==> config.mk <==
export PLATFORM = sky130hd
export DESIGN_NAME = i2s_mixer_sched
export DESIGN_NICKNAME = d
export VERILOG_FILES = /design/src/rtl/i2s_mixer_sched.sv
export SDC_FILE = /design/constraint.sdc
export NUM_CORES = 1
export LEC_CHECK = 0
export BUFFER_PORTS_ARGS = -buffer_cell sky130_fd_sc_hd__buf_4
export CAP_MARGIN = 20
export CORE_MARGIN = 4
export CORE_UTILIZATION = 45
export DETAILED_ROUTE_END_ITERATION = 16
export PLACE_DENSITY_LB_ADDON = 0.08
export SYNTH_ARGS = -nofsm -noshare
export SYNTH_HDL_FRONTEND = slang
export SYNTH_SLANG_ARGS = --single-unit
==> constraint.sdc <==
create_clock -name clock -period 7.7 [get_ports clock]
set_clock_uncertainty 0.2 [all_clocks]
set_input_delay 1.54 -clock clock [delete_from_list [all_inputs] [get_ports clock]]
set_output_delay 1.54 -clock clock [all_outputs]
set_load 0.05 [all_outputs]
==> src/rtl/i2s_mixer_sched.sv <==
// i2s_mixer_sched: shares one I2S encoder between N sources. Each source fills
// a one-entry slot via valid/ready. Once per frame the sequencer drains all
// slots, attenuates, sums and saturates them. It then updates l/r at a fixed
// frame phase, so the encoder never sees a half-written word.
module i2s_mixer_sched #(
    parameter int N     = 4,
    parameter int FRAME = 1024
) (
    input  logic            clock,
    input  logic            reset,
    input  logic [N*16-1:0] in_l,
    input  logic [N*16-1:0] in_r,
    input  logic [N-1:0]    in_valid,
    output logic [N-1:0]    in_ready,
    input  logic [N*4-1:0]  atten,
    input  logic [N-1:0]    mute,
    output logic [15:0]     l,
    output logic [15:0]     r,
    output logic            frame,
    output logic [N-1:0]    underrun
);

    localparam int FCW = (FRAME > 1) ? $clog2(FRAME) : 1;
    localparam int KW  = (N > 1) ? $clog2(N) : 1;
    localparam int AW  = 16 + $clog2(N);

    localparam logic signed [AW-1:0] MAXV = AW'(32767);
    localparam logic signed [AW-1:0] MINV = AW'(-32768);

    typedef enum logic [2:0] {IDLE, LATCH, ACC, SAT, OUT} state_t;

    state_t               state;
    state_t               phase;
    logic [FCW-1:0]       fc;
    logic [KW-1:0]        k;
    logic [N-1:0]         full;
    logic [15:0]          hl [N];
    logic [15:0]          hr [N];
    logic signed [15:0]   wl [N];
    logic signed [15:0]   wr [N];
    logic signed [AW-1:0] acc_l;
    logic signed [AW-1:0] acc_r;
    logic signed [AW-1:0] add_l;
    logic signed [AW-1:0] add_r;
    logic signed [15:0]   sh_l;
    logic signed [15:0]   sh_r;
    logic                 mute_k;
    logic [15:0]          sat_l;
    logic [15:0]          sat_r;
    logic [15:0]          res_l;
    logic [15:0]          res_r;
    logic                 latch;

    assign in_ready = ~full;
    assign latch    = (phase == LATCH);

    // IDLE at fc == 0 acts as LATCH, so the drain lands in the fc == 0 cycle,
    // including the very first cycle after reset is released.
    always_comb begin
        phase = state;
        if (state == IDLE && fc == '0) begin
            phase = LATCH;
        end
    end

    // Free-running frame counter, 0..FRAME-1.
    always_ff @(posedge clock or negedge reset) begin
        if (!reset) begin
            fc <= '0;
        end else if (fc == FCW'(FRAME - 1)) begin
            fc <= '0;
        end else begin
            fc <= fc + FCW'(1);
        end
    end

    // One-entry slots. A handshake on an empty slot in the LATCH cycle is kept for next frame.
    always_ff @(posedge clock or negedge reset) begin
        if (!reset) begin
            full <= '0;
            for (int i = 0; i < N; i++) begin
                hl[i] <= '0;
                hr[i] <= '0;
            end
        end else begin
            for (int i = 0; i < N; i++) begin
                if (in_valid[i] && !full[i]) begin
                    hl[i]   <= in_l[16*i +: 16];
                    hr[i]   <= in_r[16*i +: 16];
                    full[i] <= 1'b1;
                end else if (latch) begin
                    full[i] <= 1'b0;
                end
            end
        end
    end

    // Select source k's term for this ACC cycle, attenuated and muted, sign-extended to the accumulator.
    always_comb begin
        sh_l   = '0;
        sh_r   = '0;
        mute_k = 1'b0;
        for (int i = 0; i < N; i++) begin
            if (k == KW'(i)) begin
                sh_l   = wl[i] >>> atten[4*i +: 4];
                sh_r   = wr[i] >>> atten[4*i +: 4];
                mute_k = mute[i];
            end
        end
        add_l = mute_k ? '0 : AW'(sh_l);
        add_r = mute_k ? '0 : AW'(sh_r);
    end

    // Clip the accumulated sums into the 16-bit signed range.
    always_comb begin
        sat_l = acc_l[15:0];
        sat_r = acc_r[15:0];
        if (acc_l > MAXV) begin
            sat_l = 16'h7FFF;
        end else if (acc_l < MINV) begin
            sat_l = 16'h8000;
        end
        if (acc_r > MAXV) begin
            sat_r = 16'h7FFF;
        end else if (acc_r < MINV) begin
            sat_r = 16'h8000;
        end
    end

    // Per-frame sequencer: LATCH, then N ACC cycles, SAT and OUT; only OUT writes l/r.
    always_ff @(posedge clock or negedge reset) begin
        if (!reset) begin
            state    <= IDLE;
            k        <= '0;
            acc_l    <= '0;
            acc_r    <= '0;
            res_l    <= '0;
            res_r    <= '0;
            l        <= '0;
            r        <= '0;
            frame    <= 1'b0;
            underrun <= '0;
            for (int i = 0; i < N; i++) begin
                wl[i] <= '0;
                wr[i] <= '0;
            end
        end else begin
            frame    <= 1'b0;
            underrun <= '0;
            case (phase)
                IDLE: begin
                    state <= IDLE;
                end
                LATCH: begin
                    for (int i = 0; i < N; i++) begin
                        wl[i]       <= full[i] ? hl[i] : 16'h0000;
                        wr[i]       <= full[i] ? hr[i] : 16'h0000;
                        underrun[i] <= ~full[i] & ~mute[i];
                    end
                    k     <= '0;
                    state <= ACC;
                end
                ACC: begin
                    acc_l <= acc_l + add_l;
                    acc_r <= acc_r + add_r;
                    if (k == KW'(N - 1)) begin
                        state <= SAT;
                    end else begin
                        k <= k + KW'(1);
                    end
                end
                SAT: begin
                    res_l <= sat_l;
                    res_r <= sat_r;
                    state <= OUT;
                end
                OUT: begin
                    l     <= res_l;
                    r     <= res_r;
                    frame <= 1'b1;
                    acc_l <= '0;
                    acc_r <= '0;
                    state <= IDLE;
                end
                default: begin
                    state <= IDLE;
                end
            endcase
        end
    end

endmodule

==> qor.yml <==
htree_num_levels: 2
max-cap-violations: 0
fin_util_pct: 51.7
synth-edff-count: 0
synth-seq-area-share_pct: 41.8
clock_latency_ns: 0.57
num_io_pins: 195
synth_cell_type_count: 82
synthArstFlopShare_pct: 100
die_y_microns: 233
drt-initial-drc-count: 1303
place_congestion: 0.917
use_met3_pct: 3.06
viasPerCell: 5.69
period_share_pct: 70.9
drtPass1Iterations: 5
routedWlPerCell_microns: 19.4
cellPowerDensity_nw_per_um2: 242
fin_nets: 2649
rows: 82
status: "completed"
synth_area_leader_cell: "dfrtp_1"
hp-class: "reg2reg"
multi_input_area_sq_um: 12300
cts_tree: "yes"
finalSetupViolCount: 0
netlist_top_cells_count: "nand2_1 (504), dfrtp_1 (380), mux2_2 (185)"
finalHoldViolCount: 0
synth_nets: 2568
grt_use_total_pct: 22.7
slew_viol_final: 0
setup_ws_ns: 2.24
via_count: 17975
synth-main-ff-cell: "dfrtp_1"
drive_above_1_share_pct: 23.1
syn_avg_cell_area_sq_um: 9.60
worstMarginPinSlew_ns: 0.980
relSlewSlack_pct: 34.6
route.detailed.drc: 0
synth_area_sq_um: 22800
antenna_left: 0
synth_cells: 2372
die_area_sq_um: 54200
use_met1_pct: 32.6
cts_root_buf: "clkbuf_16"
antenna_found_initial: 1
numCtsBuffers: 42
ys_ff_latch: 380
fillers: 4720
path_max_fanout: 34
wl_microns: 61200
end_kind: "flop"
holdBufCountCts: 0
cts_resized: 0
tns_ns: 0
numPortBuffers: 194
start_util_pct: 45.5
rsz0062_at_grt: "false"
ff_latch_area_sq_um: 9510
path_clk_slew_ns: 0.06
arrival_ns: 5.71
cts_buffer_depth: 3
holdWs_ns: 0.260
die_w_microns: 233
top_usage_layer: "met2"
synth_most_common_cell: "nand2_1"
fp.coreArea_sq_um: 50100
worstSetupPathType: "in2reg"
synth_area_leaders: "dfrtp_1 (42%), mux2_2 (9.2%), nand2_1 (8.3%)"
ir_drop_mv: 0.155
synth_top_cell_area_share_pct: 41.8
ys_warn_count: 0
crit_path_start_kind: "primary input"
antenna_cells: 0
fmax_ghz: 0.183
finalPower_mw: 6.27
grt_max_degree: 167
dpl.hpwl_microns: 44300
pre_cts_ws_ns: 1.72
syn_to_final_growth_pct: 13.8
grt_pass1_vias: 17639
gr-total-overflow: 0
clock-sinks: 380
fin_crit_ns: 5.46
grt_pass1_wl_microns: 99300
use_met2_pct: 35.8
post-cts-setup-buffers: 0
p_leak_nw: 11.8
crit_required_ns: 7.95
routing by layer:
metal	vias up	wire length (microns)
li1	8581	-
met1	8886	28400
met2	401	28400
met3	105	2570
met4	2	1800
met5	-	14
power breakdown:
| part | internal [mW] | total [mW] | switching, mW | leakage, nW |
|---|---|---|---|---|
| clock | 1.24 | 2.08 | 0.831 | 0.716 |
| combinational | 0.631 | 1.38 | 0.747 | 6.33 |
| sequential | 2.52 | 2.81 | 0.299 | 4.76 |
cell families (layout without fill, tap and decap cells):
kind of cell	count (synthesis)	after routing	share of synthesized area, %
buffers and inverters	221	334	4.33
and+or+nand+nor	877	877	16.4
xor gates and xnor gates	31	31	1.19
AOI/OAI and AO/OA	447	447	12.1
DFF	380	380	41.8
adders and majority gates	42	42	2.37
muxes	374	374	21.8
stage by stage:
step	cells	cell area (sq um)
after floorplan	2372	22800
after global placement	3081	24400
after detailed placement	3081	24400
after CTS	3157	25900
after global routing	3157	25900
final	3157	25900
registers in the layout, summed over array words and instances (netlist names):
name / cells
res_l: 16
wl: 64
state: 3
fc: 10
acc_r: 18
frame: 1
acc_l: 18
underrun: 4
res_r: 16
k: 2
hl: 64
hr: 64
full: 4
l: 16
wr: 64
r: 16
cell usage in the layout (no fill, tap or decap), drive strengths merged, types with 5 or more instances in the layout:
cell	n
inv	43
clkinv	11
o21ai	187
nand2	504
a21o	16
nand3	151
a22oi	6
o211ai	13
dfrtp	380
nand2b	5
mux4	76
and2	11
a31oi	8
o22ai	8
xor2	20
o21bai	6
and3	11
o31ai	8
clkbuf	59
nor3	12
buf	215
o21a	9
nor2b	23
mux2	196
mux2i	102
nor2	135
ha	40
or3	8
a2111oi	5
a211oi	32
xnor2	11
a21oi	100
critical path, cell delays in order:
cell and delay, ns:
buf_4 0.40, mux4_1 0.64, mux4_2 0.51, a2111oi_1 0.64, nor3_1 0.12, ha_1 0.22, inv_1 0.08, fa_1 0.21
nor2b_1 0.06, o21ai_1 0.15, a21boi_1 0.15, o21ai_1 0.29, a21oi_1 0.12, or3_1 0.32, a32o_1 0.26
worst paths after layout:
| check | from | to | slack (ns) | cells past startpoint |
|---|---|---|---|---|
| min in group asynchronous | reset | hl[7] | 0.69 | 1 |
| worst min-delay path | wr[0] | wr[0] | 0.26 | 2 |
| worst min register to register | wr[0] | wr[0] | 0.26 | 2 |
| worst max-delay path | atten[4] | acc_l[14] | 2.24 | 15 |
| max in group asynchronous | reset | hl[35] | 5.30 | 2 |
| worst max register to register | k[1] | acc_l[15] | 2.49 | 17 |
final cells by class:
class / instances / share of cell area (%)
multi-input combinational: 1771 / 47.5
sequential: 380 / 36.7
timing repair buffer: 215 / 6.36
clock buffer: 59 / 5.02
tap: 672 / 3.25
inverter: 43 / 0.623
clock inverter: 17 / 0.575
(Power assumes the default switching activity.)
